--- config.mk ---
export PLATFORM = sky130hd
export DESIGN_NAME = instr_mem_loadable
export DESIGN_NICKNAME = d
export VERILOG_FILES = /design/src/rtl/instr_mem_loadable.sv
export SDC_FILE = /design/constraint.sdc
export NUM_CORES = 1
export LEC_CHECK = 0
export ABC_AREA = 1
export CORE_MARGIN = 4
export CORE_UTILIZATION = 34
export CTS_CLUSTER_DIAMETER = 200
export DETAILED_ROUTE_END_ITERATION = 6
export MAX_ROUTING_LAYER = met4
export PLACE_DENSITY = 0.61
export SYNTH_ARGS = -nofsm -noshare
export SYNTH_HDL_FRONTEND = slang
export SYNTH_SLANG_ARGS = --single-unit
--- constraint.sdc ---
create_clock -name clk -period 1.4 [get_ports clk]
set_input_delay 0.21 -clock clk [delete_from_list [all_inputs] [get_ports clk]]
set_output_delay 0.21 -clock clk [all_outputs]
set_load 0.02 [all_outputs]
--- src/rtl/instr_mem_loadable.sv ---
// Instruction memory with a valid/ready program loader (IDLE/LOAD/DONE FSM)
// and a registered, single-cycle fetch port that is served only while idle.
module instr_mem_loadable #(
  parameter int unsigned       DATA_W   = 12,
  parameter int unsigned       ADDR_W   = 4,
  parameter int unsigned       DEPTH    = 16,
  parameter logic [DATA_W-1:0] NOP_WORD = '0
) (
  input  logic              clk,
  input  logic              reset_n,
  input  logic              load_start,
  input  logic              load_valid,
  input  logic [DATA_W-1:0] load_data,
  input  logic              load_last,
  output logic              load_ready,
  output logic              load_done,
  output logic [ADDR_W:0]   prog_len,
  input  logic              fetch_en,
  input  logic [ADDR_W-1:0] fetch_addr,
  output logic [DATA_W-1:0] instruction,
  output logic              instr_valid,
  output logic              addr_err
);

  localparam int unsigned PTR_W = ADDR_W + 1;

  typedef enum logic [1:0] {
    S_IDLE = 2'd0,
    S_LOAD = 2'd1,
    S_DONE = 2'd2
  } state_t;

  state_t              r_state;
  state_t              w_state_nxt;
  logic [PTR_W-1:0]    r_wr_ptr;
  logic [PTR_W-1:0]    w_wr_ptr_nxt;
  logic [DATA_W-1:0]   r_mem [DEPTH];

  logic                r_load_ready;
  logic                r_load_done;
  logic [PTR_W-1:0]    r_prog_len;
  logic [DATA_W-1:0]   r_instruction;
  logic                r_instr_valid;
  logic                r_addr_err;

  logic                w_beat;
  logic                w_last_addr;
  logic                w_fetch;
  logic                w_addr_ok;

  // r_load_ready is high exactly while the FSM sits in LOAD
  assign w_beat      = load_valid & r_load_ready;
  assign w_last_addr = (r_wr_ptr == PTR_W'(DEPTH - 1));
  assign w_fetch     = fetch_en & (r_state == S_IDLE);
  assign w_addr_ok   = ({1'b0, fetch_addr} < PTR_W'(DEPTH));

  // Next-state and write-pointer logic
  always_comb begin
    w_state_nxt  = r_state;
    w_wr_ptr_nxt = r_wr_ptr;
    case (r_state)
      S_IDLE: begin
        if (load_start) begin
          w_state_nxt  = S_LOAD;
          w_wr_ptr_nxt = '0;
        end
      end
      S_LOAD: begin
        if (w_beat) begin
          w_wr_ptr_nxt = r_wr_ptr + PTR_W'(1);
          if (load_last || w_last_addr) begin
            w_state_nxt = S_DONE;
          end
        end
      end
      S_DONE:  w_state_nxt = S_IDLE;
      default: w_state_nxt = S_IDLE;
    endcase
  end

  // FSM state and loader outputs, registered from the next state
  always_ff @(posedge clk or negedge reset_n) begin
    if (!reset_n) begin
      r_state      <= S_IDLE;
      r_wr_ptr     <= '0;
      r_load_ready <= 1'b0;
      r_load_done  <= 1'b0;
      r_prog_len   <= '0;
    end else begin
      r_state      <= w_state_nxt;
      r_wr_ptr     <= w_wr_ptr_nxt;
      r_load_ready <= (w_state_nxt == S_LOAD);
      r_load_done  <= (w_state_nxt == S_DONE);
      if ((r_state == S_LOAD) && (w_state_nxt == S_DONE)) begin
        r_prog_len <= w_wr_ptr_nxt;
      end
    end
  end

  // Storage array; the pointer never reaches DEPTH while a beat is accepted
  always_ff @(posedge clk or negedge reset_n) begin
    if (!reset_n) begin
      for (int unsigned i = 0; i < DEPTH; i++) begin
        r_mem[i] <= NOP_WORD;
      end
    end else if (w_beat) begin
      r_mem[r_wr_ptr[ADDR_W-1:0]] <= load_data;
    end
  end

  // Fetch port: one-cycle latency, out-of-range addresses return NOP_WORD
  always_ff @(posedge clk or negedge reset_n) begin
    if (!reset_n) begin
      r_instruction <= NOP_WORD;
      r_instr_valid <= 1'b0;
      r_addr_err    <= 1'b0;
    end else if (w_fetch) begin
      r_instr_valid <= 1'b1;
      r_addr_err    <= ~w_addr_ok;
      r_instruction <= w_addr_ok ? r_mem[fetch_addr] : NOP_WORD;
    end else begin
      r_instr_valid <= 1'b0;
      r_addr_err    <= 1'b0;
    end
  end

  assign load_ready  = r_load_ready;
  assign load_done   = r_load_done;
  assign prog_len    = r_prog_len;
  assign instruction = r_instruction;
  assign instr_valid = r_instr_valid;
  assign addr_err    = r_addr_err;

endmodule

# Yosys cells after proc, flatten, opt, wreduce, memory -nomap -nowiden
# Index checks and enable logic that the tools add are counted.
word_totals:
  regBits: 219
  word_cells: 53
op_classes:
  addsub: 1
  magnitude_cmp: 3
  eq_ne: 4
  n_mux: 14
  n_bitwise: 4
  n_reduce_logical: 4
op_table:
  columns: ["cell", "n"]
  rows:
  - ["bitwise mux 192 bit", 1]
  - ["binary-select mux 12 bit (select 4 bit)", 1]
  - ["demux 12 bit (select 4 bit)", 1]
  - ["2-to-1 mux 12 bit", 3]
  - ["greater-or-equal comparator 5 bit (second input constant)", 2]
  - ["2-to-1 mux 5 bit", 2]
  - ["NOT 4 -> 5 bit", 2]
  - ["case mux 5 bit (2 select lines)", 1]
  - ["2-to-1 mux 2 bit", 3]
  - ["adder 5 x 1 -> 5 bit (second input constant)", 1]
  - ["equality test 5 x 4 -> 1 bit (second input constant)", 1]
  - ["less-than comparator 5 x 1 -> 1 bit (second input constant)", 1]
  - ["equality test 2 x 1 -> 1 bit (second input constant)", 2]
  - ["case mux 2 bit (2 select lines)", 1]
  - ["bitwise AND 1 bit", 2]
  - ["equality test 2 bit (second input constant)", 1]
  - ["logical AND 1 bit", 2]
  - ["zero test 2 bit", 1]
  - ["logical OR 1 bit", 1]
  - ["2-to-1 mux 1 bit", 1]

# Depth between registers and ports, before layout
# Gate-level depths: netlist of the first run.
logic_depth:
  word_depth: 7
  depth_mapped: 12

# Worst setup path after synthesis of the first run
# Ideal clock, no wire load.
synth_path:
  path_type: "reg-to-reg"
  from: "register r_wr_ptr[0]"
  to: "register r_prog_len[1], in the netlist prog_len[1]"
  arrival_ps: 1431
  required_ps: 1283
  setup_slack_ps: -148
  path_stages_with_launch: 11
  synth_period_minus_slack_ps: 1548
  path_cell_list: "dfrtp_1 ha_1 inv_1 nor2_1 ha_1 nor2_1 nor2_1 nand2_1 inv_1 nand2_1 nand2_1"
synth_via:
  elab_chain_cells: 7
  word_cells_on_any_way: 10
synth_rtl:
  columns: ["item", "line", "source"]
  rows:
  - ["start, declared", "35", "logic [PTR_W-1:0] r_wr_ptr;"]
  - ["start signal, assigned", "91", "r_wr_ptr <= w_wr_ptr_nxt;"]
  - ["equality test 5 x 4 -> 1 bit", "53", "assign w_last_addr = (r_wr_ptr == PTR_W'(DEPTH - 1));"]
  - ["logical OR 1 bit", "71", "if (load_last || w_last_addr) begin"]
  - ["2-to-1 mux 2 bit", "71", null]
  - ["2-to-1 mux 2 bit", "69", "if (w_beat) begin"]
  - ["case mux 2 bit (2 select lines)", "61", "case (r_state)"]
  - ["via w_state_nxt[1]", "34", "state_t w_state_nxt;"]
  - ["equality test 2 bit", "94", "if ((r_state == S_LOAD) && (w_state_nxt == S_DONE)) begin"]
  - ["logical AND 1 bit", "94", null]
  - ["end signal, assigned", "95", "r_prog_len <= w_wr_ptr_nxt;"]
  - ["end, declared", "41", "logic [PTR_W-1:0] r_prog_len;"]
# The timed path passes the listed nets, and every way through them passes these cells.
# A chain may end at the register's enable or synchronous reset.

# Worst setup path in the final report of the first run
layout_path:
  from: "register r_wr_ptr[0]"
  to: "register r_mem[93] in the netlist's numbering"
layout_via:
  elab_chain_cells: 6
  word_cells_on_any_way: 7
layout_rtl:
  columns: ["item", "line", "source"]
  rows:
  - ["NOT 4 -> 5 bit (not written as such) *", "107", "r_mem[r_wr_ptr[ADDR_W-1:0]] <= load_data;"]
  - ["greater-or-equal comparator 5 bit (not written as such) or less-than comparator 5 x 1 -> 1 bit (tied branches)", "107", null]
  - ["logical AND 1 bit (not written as such)", "107", null]
  - ["2-to-1 mux 12 bit (not written as such)", "107", null]
  - ["demux 12 bit (select 4 bit) *", "107", null]
  - ["bitwise mux 192 bit *", "107", null]
  - ["end signal, assigned by index", "107", null]
  - ["end, declared", "37", "logic [DATA_W-1:0] r_mem [DEPTH];"]
# Every way passes the cells marked *; elsewhere a longest branch is shown, timed or not.

==> results of run 1 <==
## power by group
group | switching, mW | internal, mW
clock | 2.56 | 3.59
combinational | 3.43 | 2.70
sequential | 1.25 | 8.26
## synthesized netlist by cell type, drive strengths merged
| library cell | count |
|---|---|
| a21boi | 2 |
| a21oi | 4 |
| buf | 47 |
| clkbuf | 38 |
| conb | 1 |
| dfrtp | 219 |
| ha | 5 |
| inv | 32 |
| nand2 | 518 |
| nand3 | 146 |
| nand3b | 1 |
| nor2 | 12 |
| o21ai | 200 |
## cells by family (layout without fill, tap and decap cells)
family                   Yosys count  count (layout)  share of synthesized area, %
other                              1               1                       0.03799
buffers and inverters            117             199                         5.476
AO/OA/AOI/OAI                    206             206                         10.50
AND/OR/NAND/NOR                  677             677                         27.84
adder cells (fa/ha/maj)            5               5                        0.6338
flip-flops                       219             219                         55.52
## path summary, 6_finish.rpt
kind / start / end / slack (ns) / cells past startpoint
worst max-delay path: r_wr_ptr[0] / r_mem[93] / -0.13 / 9
worst min-delay path: reset_n / r_mem[15] / 0.16 / 2
worst max register to register: r_wr_ptr[0] / r_mem[93] / -0.13 / 9
worst min register to register: instruction[9] / instruction[9] / 0.48 / 2
max in group asynchronous: reset_n / r_mem[120] / 0.61 / 3
min in group clk: load_data[3] / r_mem[15] / 0.42 / 4
## flip-flops by register name (all words and copies together), names as in the netlist
name	count
instr_valid	1
instruction	12
load_done	1
load_ready	1
prog_len	5
r_mem	192
r_state	2
r_wr_ptr	5
## layout make-up
cell class | count | area, µm² | share of cell area [%]
repair buffers | 122 | 1637 | 12.71
clock inverters | 9 | 73.82 | 0.5734
well taps | 384 | 480.5 | 3.732
multi-input cells | 889 | 4379 | 34.01
flip-flops and latches | 219 | 5480 | 42.57
inverters | 32 | 137.6 | 1.069
clock buffers | 36 | 686.9 | 5.335
## timing repair
action,CTS,global route
hold buffers,1,0
gates cloned,2,7
setup endpoints to repair,183,209
gates resized for setup,105,232
pin swaps,10,16
endpoints found under the hold margin,219,0
buffers inserted,4,1
## through the flow
step | instance area, µm² | instances | util (%)
after CTS | 12220 | 1683 | 42.58
after global placement | 11300 | 1632 | 39.37
after detailed placement | 11300 | 1632 | 39.37
after global routing | 12870 | 1691 | 44.86
final | 12870 | 1691 | 44.86
after floorplan | 9878 | 1225 | -
## routing by layer
layer / GRT usage (%) / up-vias / part of all wire, %
met5: - / - / 0
met4: 7.099 / 0 / 3.3
met3: 2.734 / 64 / 5.5
met2: 28.56 / 263 / 48
met1: 23.76 / 4134 / 44
li1: - / 4103 / -
==> impl_metrics.csv, run 1 <==
group,metric,value,unit
run_status,outcome,"finished with violations",
run_status,violations,"setup timing",
timing,rsz0062_at_grt,"yes",
synthesis,syn_avg_cell_area,8.058,µm²
timing,setup_ws,-0.1272,ns
synthesis,ys_seq_area_share,55.52,%
pwr,pwr_density_cell,1692,nW/µm²
die,die_area,31820,µm²
placed_design,port_buffers,41,
global_routing,grt_pass1_vias,8420,
timing,hold_violations,0,
synthesis,yosys.area.top_type,"dfrtp_1",
synthesis,yosys.cell_types.count,21,
timing,tightest_slew,0.6419,ns
synthesis,synth_fp_nets,1252,
die,die_x,178.4,µm
clock_network,cts_buffers,25,
worst_setup_path,critPathBufInv,4,
drt,totalWireLength,29.02,mm
placed_design,dp_hpwl,17.16,mm
worst_setup_path,end_kind,"flop",
layout,final_cell_mix,"nand2_1 (436), dfrtp_1 (219), nand3_1 (146)",
die,coreArea,28700,µm²
timing,setup_viol,197,
layout,syn2layout_area_growth,30.43,%
clock_network,cts_tree,"done",
synthesis,yosys_warnings,0,
layout,nets,1316,
worst_setup_path,path_cells,"buf_6 -> inv_6 -> ha_4 -> inv_2 -> nor2_4 -> nand2_4 -> clkbuf_16 -> nand2_1 -> o21ai_0",
clock_network,clock-sinks,219,
synthesis,netlist_instances,1225,
global_routing,antenna_found_initial,0,
synthesis,synthDominantCellAreaShare,55.52,%
pwr,cellLeakagePower,5.993,nW
worst_setup_path,start_kind,"flop",
drt,firstDrtPassIters,5,
placed_design,gp_congestion,0.7860,
layout,layout_commonest_cell,"nand2_1",
clock_network,clockBufferDepth,3,
global_routing,overflow,0,
timing,max_clock_freq,654.8,MHz
clock_network,cts-root-buf,"clkbuf_16",
layout,n_fill_cell,2793,
timing,hold_ws,0.1583,ns
timing,slew_headroom,57.16,%
global_routing,grt_max_degree,61,
synthesis,syn_area,9871,µm²
timing,setup_tns,-12.12,ns
drt,dr.first_iter.drc_count,738,
synthesis,synth-seq-cells,219,
die,dieHeight,178.4,µm
global_routing,grtUsageTotal,18.15,%
worst_setup_path,crit_type,"flop to flop",
clock_network,cts.clk_slew.worst_paths,0.06,ns
die,io_pins,43,
layout,n_antenna_cell,0,
run,max_cap_viol_count,0,
worst_setup_path,critical_path_arrival,1.92,ns
worst_setup_path,cpPeakStageDelay,0.40,ns
drt,drcViolationCount,0,
worst_hold_path,min_path_type,"primary input to async pin",
synthesis,synth_area_leaders,"dfrtp_1 (56%), nand2_1 (20%), o21ai_0 (9.4%)",
timing,period_minus_slack,1.527,ns
worst_setup_path,critical-path-top-delay-family,"buffers and inverters",
die,start_util,34.39,%
die,rows,62,
clock_network,clk_latency,0.52,ns
worst_setup_path,slowest_stage,"dfrtp_1",
timing,finalClockSkew,0.01155,ns
pwr,ir_drop,0.0007362,V
layout,layout-drive-gt1-share,20.50,%
worst_setup_path,required,1.79,ns
timing,slew_viol_final,0,
clock_network,htree_levels,1,
drt,avgViaCountPerCell,5.064,
drt,ant_nets,0,
pwr,power,21.79,mW
drt,num_vias,8564,
drt,wl_per_cell,17.16,µm
placed_design,post-place-ws,-0.3426,ns
global_routing,grt_pass1_wl,45.06,mm
timing,post-route-period-util,109.1,%
worst_setup_path,cp_max_fo,12,
(Power assumes the default switching activity.)
==> run 2, diff against run 1 <==
--- a/config.mk
+++ b/config.mk
@@ -7,11 +7,12 @@
 export LEC_CHECK = 0
 export ABC_AREA = 1
 export CORE_MARGIN = 4
-export CORE_UTILIZATION = 34
+export CORE_UTILIZATION = 50
 export CTS_CLUSTER_DIAMETER = 200
 export DETAILED_ROUTE_END_ITERATION = 6
+export HOLD_SLACK_MARGIN = 0.05
 export MAX_ROUTING_LAYER = met4
-export PLACE_DENSITY = 0.61
+export PLACE_DENSITY_LB_ADDON = 0.15
 export SYNTH_ARGS = -nofsm -noshare
 export SYNTH_HDL_FRONTEND = slang
 export SYNTH_SLANG_ARGS = --single-unit
==> run 2 against run 1 <==
Compared with the run above:
- the flow still finishes with violations (setup timing)
- design area decreased by 4.6%
- wire length decreased by 0.49%
- clock-buffer cell count increased by 2
- largest cell class unchanged
- largest power group unchanged
- highest routed layer unchanged
==> impl_metrics.csv, run 2 (same netlist as run 1, synthesis figures left out) <==
group,metric,value,unit
worst_setup_path,path_depth,8,
worst_hold_path,min_path_type,"primary input to async pin",
worst_setup_path,end_kind,"flop",
worst_setup_path,worstReg2RegStart,"r_wr_ptr[1]",
worst_setup_path,cp_max_fo,6,
worst_setup_path,rrSetupSlack,-0.17,ns
placed_design,dp_hpwl,16.67,mm
die,start_util,50.72,%
timing,period_minus_slack,1.567,ns
timing,rsz0062_at_grt,"yes",
timing,setup_ws,-0.1671,ns
drt,ant_nets,0,
worst_setup_path,critical-path-top-delay-family,"flip-flops",
drt,totalWireLength,28.88,mm
layout,layout-drive-gt1-share,14.62,%
timing,setup_tns,-9.193,ns
layout,n_fill_cell,1677,
clock_network,cts_tree,"done",
worst_setup_path,slowest_stage,"dfrtp_1",
timing,post-route-period-util,111.9,%
clock_network,cts.clk_slew.worst_paths,0.06,ns
run_status,outcome,"finished with violations",
worst_setup_path,reg2regPathDepth,8,
drt,num_vias,8561,
layout,stdcell_count,1565,
die,dieHeight,148.5,µm
placed_design,post-place-ws,-0.2615,ns
clock_network,cts-root-buf,"clkbuf_16",
global_routing,antenna_found_initial,0,
die,die_x,148.5,µm
worst_setup_path,required,1.77,ns
drt,avgViaCountPerCell,5.470,
worst_setup_path,start_kind,"flop",
worst_setup_path,path_cells,"ha_2 -> inv_2 -> buf_6 -> nor2_4 -> nand2_4 -> clkbuf_16 -> nand2_2 -> o21ai_1",
die,coreArea,19460,µm²
clock_network,clock-sinks,219,
placed_design,dp_cells,1510,
pwr,ir_drop,0.001261,V
layout,multi_input_comb_area,4035,µm²
global_routing,grt_pass1_wl,44.41,mm
worst_setup_path,critPathBufInv,3,
timing,setup_viol,155,
timing,slew_headroom,57.39,%
global_routing,overflow,0,
layout,n_antenna_cell,0,
layout,final_cell_mix,"nand2_1 (486), dfrtp_1 (219), nand3_1 (146)",
clock_network,clk_latency,0.51,ns
worst_setup_path,r2r-end,"r_mem[148]",
worst_setup_path,crit_type,"flop to flop",
timing,max_clock_freq,638.1,MHz
layout,largest_register_ffs,192,
global_routing,grt_pass1_vias,8060,
clock_network,clockBufferDepth,3,
layout,largest_register,"r_mem",
worst_setup_path,cpPeakStageDelay,0.42,ns
die,io_pins,43,
die,die_area,22050,µm²
global_routing,grtUsageTotal,26.07,%
clock_network,htree_levels,1,
timing,hold_violations,0,
die,rows,51,
timing,finalClockSkew,0.009603,ns
placed_design,gp_congestion,0.8253,
clock_network,cts_buffers,24,
layout,seqCellArea,5480,µm²
worst_setup_path,critical_path_arrival,1.94,ns
drt,drcViolationCount,0,
worst_setup_path,cp-startpoint,"r_wr_ptr[1]",
layout,final_util,63.11,%
drt,firstDrtPassIters,6,
timing,tightest_slew,0.6385,ns
layout,layout_commonest_cell,"nand2_1",
timing,slew_viol_final,0,
layout,nets,1310,
global_routing,grt_max_degree,54,
pwr,pwr_density_cell,1756,nW/µm²
run,max_cap_viol_count,0,
placed_design,port_buffers,41,
pwr,power,21.56,mW
pwr,cellLeakagePower,5.859,nW
drt,wl_per_cell,18.45,µm
drt,dr.first_iter.drc_count,842,
run_status,violations,"setup timing",
layout,syn2layout_area_growth,24.44,%
worst_setup_path,critPathCapture,"r_mem[148]",
## run 2: changes by cell type in the layout (fill, tap and decap cells not counted), sizes merged
cell	previous run	this run
clkdlybuf4s15	14	11
clkinvlp	0	1
buf	83	80
clkbuf	42	43
inv	33	32
clkinv	7	3
dlygate4sd2	0	2
## run 2: how the worst min path moves through the flow
stage,endpoint,cells after the start,startpoint,slack (ns)
after global placement,r_mem[171],1,reset_n,0.08
after floorplan,instr_valid,0,reset_n,-0.09
after CTS,r_mem[162],2,reset_n,0.13
final,r_mem[171],2,reset_n,0.13
after detailed placement,r_mem[171],1,reset_n,0.07
after global routing,r_mem[162],2,reset_n,0.15
## run 2: metal layers
metal  GRT usage [%]  share of wire [%]
met4           6.836                3.0
met1           37.73                 44
met3           3.931                7.8
met5               -                  0
met2           38.92                 45
## run 2: area by class of cell
cell class / count / area share (%)
sequential: 219 / 44.62
multi-input combinational: 889 / 32.85
timing repair buffer: 117 / 12.13
clock buffer: 38 / 6.224
tap: 265 / 2.699
inverter: 32 / 1.019
clock inverter: 5 / 0.4584
## run 2: through the flow
| stage | cell area [µm²] | hold slack, ns |
|---|---|---|
| global route | 12280 | 0.1479 |
| global placement | 11090 | 0.07503 |
| detailed placement | 11090 | 0.07339 |
| finish | 12280 | 0.1321 |
| CTS | 11940 | 0.1327 |
| floorplan | 9878 | -0.08559 |
## run 2: what timing repair did
| action | CTS | global route |
|---|---|---|
| cloned | 0 | 7 |
| endpoints found under the hold margin | 219 | 0 |
| pin swaps | 10 | 13 |
| resized for setup | 72 | 97 |
| hold buffers | 1 | 0 |
| endpoints found under the setup margin | 215 | 221 |
| setup buffers | 3 | 1 |
## run 2: report_power, final
group | leakage [nW] | internal [mW] | switching, mW
combinational | 2.53 | 2.39 | 3.29
clock | 0.404 | 3.92 | 2.56
sequential | 2.93 | 8.25 | 1.16
==> RTL edit (flow settings as in run 1) <==
Change the parameter `DATA_W` from 12 to 18.
--- a/src/rtl/instr_mem_loadable.sv
+++ b/src/rtl/instr_mem_loadable.sv
@@ -1,7 +1,7 @@
 // Instruction memory with a valid/ready program loader (IDLE/LOAD/DONE FSM)
 // and a registered, single-cycle fetch port that is served only while idle.
 module instr_mem_loadable #(
-  parameter int unsigned       DATA_W   = 12,
+  parameter int unsigned       DATA_W   = 18,
   parameter int unsigned       ADDR_W   = 4,
   parameter int unsigned       DEPTH    = 16,
   parameter logic [DATA_W-1:0] NOP_WORD = '0
Interface: changed (resized instruction and load_data); port bits go from 43 to 55. No check against the original RTL was run, so the function may have changed too.
==> RTL edit against run 1 <==
First-iteration DRC count grew 150%. Synthesized area grew 49%. Power grew 56%. The flow still finishes with violations (negative setup slack). Critical endpoint is now r_mem[198]. Largest cell class unchanged. Setup slack got worse by 0.15 ns. Sequential cell count up 102. Final area rose by 64%. Wire length up 100%. Global-route usage is 1.1 points higher.
==> RTL edit: results (changes against run 1) <==
| Metric | Value |
|---|---|
| Result of the run | `complete, but fails checks` |
| Violations in the final reports | `negative setup slack` |
| Hpwl dp | `25.6 mm (+49%)` |
| Deepest level of the CTS H-tree | `2 (+1)` |
| Start of the worst register-to-register path | `r_wr_ptr[1]` |
| Relative area of clock buffers and inverters in the final design | `0.0534 (-0.00570)` |
| Share of the yosys chip area belonging to registers | `0.548 (-0.00752)` |
| Sw Share | `0.351 (+0.0185)` |
| Combined area of the multi-input logic cells | `0.00747 mm2 (+71%)` |
| Clk_lat worst skew | `0.55 ns (+0.03 ns)` |
| Largest stage delay on the critical path | `0.42 ns (+0.02 ns)` |
| CP Data Arrival Time | `2.07 ns (+0.15 ns)` |
| Instance area after placement | `0.0165 mm2 (+46%)` |
| Worst rel slew slack | `0.440 (-0.132)` |
| TritonRoute pass-1 iters | `6 (+1)` |
| Number of global-route vias before repair | `12456 (+48%)` |
| First-pass GRT wire length | `70.2 mm (+56%)` |
| Sequential fraction of total cell area | `0.381 (-0.0444)` |
| Post-detailed-route wirelength per cell | `23.2 um (+35%)` |
| Count of plain and timing-repair buffers | `234 (+92%)` |
| Setup TNS after final layout | `-55.99 ns (-43.87 ns)` |
| Leak pwr | `9.61 nW (+60%)` |
| Post-detailed-route via-to-cell ratio | `5.58 (+10%)` |
| Fraction of final layout cells with drive strength greater than 1 | `0.331 (+0.126)` |
| Post-Syn Nets | `1814 (+45%)` |
| Final worst clock skew | `0.0303 ns (+0.0187 ns)` |
| Final setup margin | `-0.277 ns (-0.149 ns)` |
| Flip-flop count of the largest register, all copies and words added | `288 (+50%)` |
| Total of clock buffers placed in the layout | `51 (+42%)` |
| Ranking of synthesized cells by area | `sky130_fd_sc_hd__dfrtp_1 (55%), sky130_fd_sc_hd__nand2_1 (19%), sky130_fd_sc_hd__nand3_1 (7.4%)` |
| Ranking of synthesized cells by instance count | `sky130_fd_sc_hd__nand2_1 (737), sky130_fd_sc_hd__dfrtp_1 (321), sky130_fd_sc_hd__nand3_1 (218), sky130_fd_sc_hd__o21ai_0 (189), sky130_fd_sc_hd__o21ai_1 (109)` |
| Number of setup violations in the final report | `298 (+51%)` |
==> RTL edit: cell count changes after synthesis, moves of 8 or more <==
cell / run 1 / this run
sky130_fd_sc_hd__dfrtp_1: 219 / 321
sky130_fd_sc_hd__o21ai_1: 15 / 109
sky130_fd_sc_hd__clkbuf_1: 38 / 29
sky130_fd_sc_hd__buf_2: 37 / 56
sky130_fd_sc_hd__nand3_1: 146 / 218
sky130_fd_sc_hd__buf_6: 6 / 31
sky130_fd_sc_hd__nand2_4: 0 / 8
sky130_fd_sc_hd__nand2_2: 1 / 10
sky130_fd_sc_hd__nand2_1: 517 / 737
==> RTL edit: final timing paths <==
kind                                       end  slack, ns  cells past startpoint
worst max-delay path                r_mem[198]      -0.28                     10
worst min-delay path                r_mem[154]       0.16                      2
worst max register to register      r_mem[198]      -0.28                     10
worst min register to register  instruction[7]       0.47                      2
max in group asynchronous           r_mem[221]       0.57                      3
min in group clk                instruction[5]       0.40                      8
==> RTL edit: power groups by stage <==
| stage | sequential, W | clock (W) | combinational, W |
|---|---|---|---|
| 3_5_place_dp | 0.0134 | 0 | 0.00734 |
| 6_report | 0.0140 | 0.00927 | 0.0108 |
| 5_1_grt | 0.0143 | 0.00974 | 0.0117 |
| 3_3_place_gp | 0.0133 | 0 | 0.00715 |
| 2_1_floorplan | 0.0135 | 0 | 0.00431 |
| 4_1_cts | 0.0133 | 0.00930 | 0.00756 |
==> RTL edit: per-stage QoR <==
| step | hold WS, ns | utilization | worst slack, ns | cells |
|---|---|---|---|---|
| CTS | 0.170 | 0.426 | -0.190 | 2455 |
| global route | 0.184 | 0.498 | -0.359 | 2530 |
| detailed placement | 0.136 | 0.391 | -0.336 | 2380 |
| finish | 0.161 | 0.498 | -0.277 | 2530 |
| global placement | 0.135 | 0.391 | -0.285 | 2380 |
| floorplan | -0.0856 | - | -0.0523 | 1781 |
==> RTL edit: cells by family after synthesis <==
kind of cell    Yosys count  share of synthesized area
other cells               1                   0.000256
compound gates          303                      0.104
simple gates            986                      0.280
fa+ha+maj                 5                    0.00427
buf+inv                 165                     0.0636
flops                   321                      0.548
==> RTL edit: metal layers <==
layer,wire [um],GRT usage,up-vias
li1,-,-,6142
met1,22700,0.264,6909
met2,26200,0.304,810
met3,6280,0.0242,248
met4,3390,0.0518,0
met5,0,-,-
==> RTL edit: repair_timing <==
action                                  CTS  global route
cloned                                    7            59
gates resized for setup                 137           632
hold buffers                              1             0
pin swaps                                10            15
endpoints found under the hold margin   321             0
endpoints found under the setup margin  323           310
setup buffers                             6            16
